--- config.mk ---
export PLATFORM = sky130hd
export DESIGN_NAME = pc_fetch_ctrl
export DESIGN_NICKNAME = d
export VERILOG_FILES = /design/src/rtl/pipe_pkg.sv /design/src/rtl/pc_redirect_mux.sv /design/src/rtl/pc_fetch_ctrl.sv
export SDC_FILE = /design/constraint.sdc
export NUM_CORES = 1
export LEC_CHECK = 0
export CORE_UTILIZATION = 45
export CTS_CLUSTER_SIZE = 14
export DETAILED_ROUTE_END_ITERATION = 16
export GPL_ROUTABILITY_DRIVEN = 1
export PLACE_DENSITY = 0.9
export SLEW_MARGIN = 0
export SYNTH_ARGS = -nofsm -noshare
export SYNTH_HDL_FRONTEND = slang
export SYNTH_HIERARCHICAL = 1
export SYNTH_SLANG_ARGS = --single-unit
--- constraint.sdc ---
create_clock -name clk -period 4.5 [get_ports clk]
set_input_delay 0.675 -clock clk [delete_from_list [all_inputs] [get_ports clk]]
set_output_delay 0.675 -clock clk [all_outputs]
set_load 0.01 [all_outputs]
--- src/rtl/pipe_pkg.sv ---
// Shared fetch-stage constants and the fetch controller state type.
package pipe_pkg;

  localparam int unsigned XLEN   = 32;
  localparam int unsigned PC_INC = 4;
  localparam logic [XLEN-1:0] RESET_PC = 32'h0000_0000;

  typedef enum logic [1:0] {
    BOOT       = 2'd0,
    RUN        = 2'd1,
    MISS       = 2'd2,
    MISS_REDIR = 2'd3
  } fetch_state_t;

endpackage

--- src/rtl/pc_redirect_mux.sv ---
// Priority select of the redirect source (jalr_e > br_e > jal_d).
// Ports:
//   jal_d/jal_target_d, br_e/br_target_e, jalr_e/jalr_target_e : redirect sources
//   redirect_c  : any redirect requested this cycle
//   target_c    : selected target with bits [1:0] forced to zero
//   misalign_c  : selected raw target had bit 1 set
module pc_redirect_mux
  import pipe_pkg::*;
(
  input  logic            jal_d,
  input  logic [XLEN-1:0] jal_target_d,
  input  logic            br_e,
  input  logic [XLEN-1:0] br_target_e,
  input  logic            jalr_e,
  input  logic [XLEN-1:0] jalr_target_e,
  output logic            redirect_c,
  output logic [XLEN-1:0] target_c,
  output logic            misalign_c
);

  logic [XLEN-1:0] raw_target;

  // Older EX-stage redirects beat the younger ID-stage JAL.
  always_comb begin
    raw_target = jal_target_d;
    if (jalr_e) begin
      raw_target = jalr_target_e;
    end else if (br_e) begin
      raw_target = br_target_e;
    end
  end

  assign redirect_c = jalr_e | br_e | jal_d;
  assign target_c   = {raw_target[XLEN-1:2], 2'b00};
  assign misalign_c = redirect_c & raw_target[1];

endmodule

--- src/rtl/pc_fetch_ctrl.sv ---
// IF-stage PC sequencing controller: picks the next PC, drives the PC
// register's enable/clear and holds fetch across instruction memory waits,
// remembering any redirect that lands while a fetch is outstanding.
// Ports:
//   clk, rst_n        : clock, async active-low reset
//   pc_f              : current PC fed back from the PC register
//   stall_f           : hold IF (overridden by redirects)
//   jal_d/br_e/jalr_e + targets : redirect requests
//   imem_ready        : instruction memory delivers data this cycle
//   pc_next, pc_en, pc_clear : PC register controls
//   fetch_valid       : IF instruction valid this cycle
//   misalign          : one-cycle pulse after a redirect with target[1] set
//   state_o           : FSM state for debug
module pc_fetch_ctrl
  import pipe_pkg::*;
(
  input  logic            clk,
  input  logic            rst_n,
  input  logic [XLEN-1:0] pc_f,
  input  logic            stall_f,
  input  logic            jal_d,
  input  logic [XLEN-1:0] jal_target_d,
  input  logic            br_e,
  input  logic [XLEN-1:0] br_target_e,
  input  logic            jalr_e,
  input  logic [XLEN-1:0] jalr_target_e,
  input  logic            imem_ready,
  output logic [XLEN-1:0] pc_next,
  output logic            pc_en,
  output logic            pc_clear,
  output logic            fetch_valid,
  output logic            misalign,
  output logic [1:0]      state_o
);

  fetch_state_t    state, state_nxt;
  logic            pend_vld, pend_vld_nxt;
  logic [XLEN-1:0] pend_pc, pend_pc_nxt;
  logic            redirect;
  logic [XLEN-1:0] target;
  logic            target_odd;
  logic [XLEN-1:0] seq_pc;

  pc_redirect_mux u_redirect_mux (
    .jal_d         (jal_d),
    .jal_target_d  (jal_target_d),
    .br_e          (br_e),
    .br_target_e   (br_target_e),
    .jalr_e        (jalr_e),
    .jalr_target_e (jalr_target_e),
    .redirect_c    (redirect),
    .target_c      (target),
    .misalign_c    (target_odd)
  );

  assign seq_pc  = pc_f + XLEN'(PC_INC);
  assign state_o = state;

  // State, pending-redirect and misalign flops.
  always_ff @(posedge clk or negedge rst_n) begin
    if (!rst_n) begin
      state    <= BOOT;
      pend_vld <= 1'b0;
      pend_pc  <= '0;
      misalign <= 1'b0;
    end else begin
      state    <= state_nxt;
      pend_vld <= pend_vld_nxt;
      pend_pc  <= pend_pc_nxt;
      misalign <= target_odd;
    end
  end

  // Next-state and output decode.
  always_comb begin
    state_nxt    = state;
    pend_vld_nxt = pend_vld;
    pend_pc_nxt  = pend_pc;
    pc_next      = seq_pc;
    pc_en        = 1'b0;
    pc_clear     = 1'b0;
    fetch_valid  = 1'b0;

    case (state)
      BOOT: begin
        pc_next   = RESET_PC;
        pc_en     = 1'b1;
        pc_clear  = (RESET_PC == '0);
        state_nxt = RUN;
      end

      RUN: begin
        if (redirect) begin
          // The word at pc_f is wrong-path once a redirect fires.
          if (imem_ready) begin
            pc_next = target;
            pc_en   = 1'b1;
          end else begin
            pend_pc_nxt  = target;
            pend_vld_nxt = 1'b1;
            state_nxt    = MISS_REDIR;
          end
        end else if (!imem_ready) begin
          state_nxt = MISS;
        end else begin
          fetch_valid = 1'b1;
          pc_en       = !stall_f;
        end
      end

      MISS: begin
        if (redirect) begin
          pend_pc_nxt  = target;
          pend_vld_nxt = 1'b1;
          state_nxt    = MISS_REDIR;
        end else if (imem_ready) begin
          fetch_valid = 1'b1;
          pc_en       = !stall_f;
          state_nxt   = RUN;
        end
      end

      MISS_REDIR: begin
        // Returning word is stale; a same-cycle redirect is younger than pend.
        if (imem_ready && pend_vld) begin
          pc_next      = redirect ? target : pend_pc;
          pc_en        = 1'b1;
          pend_vld_nxt = 1'b0;
          state_nxt    = RUN;
        end else if (redirect) begin
          pend_pc_nxt = target;
        end
      end

      default: begin
        state_nxt = BOOT;
      end
    endcase
  end

endmodule

==> run summary <==
Clock Tree Root - clkbuf_8
Max Freq - 242 MHz
number of clock sinks - 36
number of vias per cell - 5.74
Detailed Route WL - 11.9 mm
Slew Viols, Final - 0
R2R setup slack - 2.17 ns
Area contributors post-synth - dfrtp_1 25%, mux2_2 10%, mux2i_1 9.4%
TritonCTS clock tree - built
Worst Setup End Kind - output pin
area delta synth->final - 47.7%
drt pass-1 iters - 5
H-Tree Depth - 2
Final period util - 0.917
antenna cells - 0
Synth async-reset ratio - 1.00
TNS Setup - 0 ns
Yosys warning total - 6
hold buffers post-CTS - 0
crit-path max FO - 7
startpoint types - input pin
Max clock buf depth - 2
Post-Syn Area per Cell - 8.66 µm²
worst-skew pair later-pin latency - 0.29 ns
synth unique cells - 53
Critical Setup Path Class - in -> out
Vias - 3866
clock slew at reported path FFs - 0.07 ns
area fraction of the dominant cell type after synthesis - 0.250
Yosys top cell by area - dfrtp_1
Yosys reg bits - 36
# DRC - 0
Synth top cells by count - 48 x nand2_1, 36 x dfrtp_1, 34 x mux2i_1
relative slew slack - 0.449
mux share of post-synthesis cell area - 0.198
Peak VDD IR - 0.000247 V
die area - 8370 µm²
Placeable Area - 7730 µm²
Most used DFF post-synth - dfrtp_1
worst setup margin - 0.372 ns
GR Overflow Total - 0
number of global-route vias before repair - 3757
RD Place Congestion - 0.943
first-pass GRT wire length - 18.5 mm
number of CTS-inserted buffers - 5
Critical Path RT - 3.83 ns
PD cells - 424 nW/µm²
Final #Nets - 711
ANT nets after route - 0
initial cell density of the core - 0.466
Iteration-0 DRC Markers - 288
CTS resizes - 0
sequential area share after synthesis - 0.250
RSZ-0062 raised after global routing - false
Post-Synth Adder-Cell Area - 0.0174
post-synthesis xor/xnor area fraction - 0.0681
largest family of logic cells by synthesized area - compound AO/OA/AOI/OAI gates
average wire per standard cell - 17.7 µm
status - finished, final reports clean
max-cap viol count - 0
Mapped Area - 3600 µm²
largest net degree at the start of global routing - 63
IO Pins - 173
number of enable flip-flop cells after synthesis - 0
Clock Skews - 0.00439 ns
die height - 91.5 µm
minimum clock period - 4.13 ns
Post-DP HPWL - 9.39 mm
DIE WIDTH - 91.5 µm
layout cells sized above 1 - 0.126
number of buffers added for setup after CTS - 0
post-place setup slack - 0.488 ns
gr usage total - 0.282
Final setup viols - 0
Final Hold Vio Count - 0
Final Util - 0.689
antenna violations before repair - 0
Leakage - 2.13 nW
Worst-Margin Slew - 0.827 ns
row cnt - 32
count leader, synth - nand2_1
cell count after synthesis - 416
simple-gate portion of the synthesized area - 0.181
compound-cell area share of the yosys netlist - 0.211
Worst EP arrival - 3.45 ns
HP Class - in -> async
port bufs - 169
-- per-stage QoR --
| step | area, µm² | hold slack [ns] | std cells | total power, W |
|---|---|---|---|---|
| 5_1_grt | 5320 | 0.525 | 674 | 0.00238 |
| 3_3_place_gp | 5230 | 0.490 | 666 | 0.00196 |
| 3_5_place_dp | 5230 | 0.500 | 666 | 0.00200 |
| 2_1_floorplan | 3610 | 0.379 | 417 | 0.00140 |
| 4_1_cts | 5320 | 0.514 | 674 | 0.00225 |
| 6_report | 5320 | 0.477 | 674 | 0.00226 |
-- worst max-delay path, cell delays in order --
cell             delay [ns]
clkdlybuf4s50_1        0.52
or3_1                  0.29
nand2_1                0.16
a21oi_1                0.67
o221ai_1               0.40
o21ai_0                0.16
clkdlybuf4s50_1        0.57
-- report_power, final --
part / switching (W) / internal [W]
clock network: 0.000122 / 0.000125
registers: 0.0000941 / 0.000483
logic: 0.000677 / 0.000755
-- state kept, by name (all words and copies together) (netlist names) --
| register | count |
|---|---|
| pend_vld | 1 |
| misalign | 1 |
| state_o | 2 |
| pend_pc | 32 |
-- kinds of logic (layout without fill, tap and decap cells) --
logic type	after synthesis	count (layout)
AOI/OAI and AO/OA	120	120
muxes	67	67
DFF	36	36
and+or+nand+nor	121	121
buffers and inverters	38	193
adders and majority gates	5	5
other	1	2
xor gates and xnor gates	28	28
-- final timing paths --
path                             start           to  depth (start not counted)
setup / recovery                 jal_d  pc_next[11]                          7
hold / removal                   rst_n   state_o[1]                          1
hold reg to reg            pend_pc[27]  pend_pc[27]                          1
max in group asynchronous        rst_n   pend_pc[2]                          1
min in group clk           pend_pc[27]  pend_pc[27]                          1
setup reg to reg            state_o[0]  pend_pc[10]                          8
-- cells in the final DEF, fill, tap and decap left out, types with 10 or more instances in the layout --
cell / count
o21ai_1: 30
nand3_1: 16
clkdlybuf4s50_1: 166
xnor2_1: 13
a21oi_1: 10
xor2_1: 15
nor2_1: 21
nand2_1: 48
mux2_2: 32
o21ai_0: 14
a22oi_1: 10
o22ai_1: 29
mux2i_1: 34
dfrtp_1: 36
-- area by class of cell --
type                            count  area (µm²)
Multi-Input combinational cell    343        2440
Fill cell                         603        2400
Timing Repair Buffer              176        1730
Sequential cell                    36         901
Tap cell                          102         128
Clock buffer                        7        86.3
Inverter                            9        33.8
Clock inverter                      1        7.51
-- per-layer routing --
metal	wire length, µm	GRT usage	share of wire	vias up
met5	0	0	0	-
li1	-	-	-	1849
met1	5040	0.368	0.42	1816
met4	238	0.0886	0.020	0
met3	908	0.0452	0.076	19
met2	5760	0.474	0.48	182
Note: power is estimated with default switching activity, not from simulation.
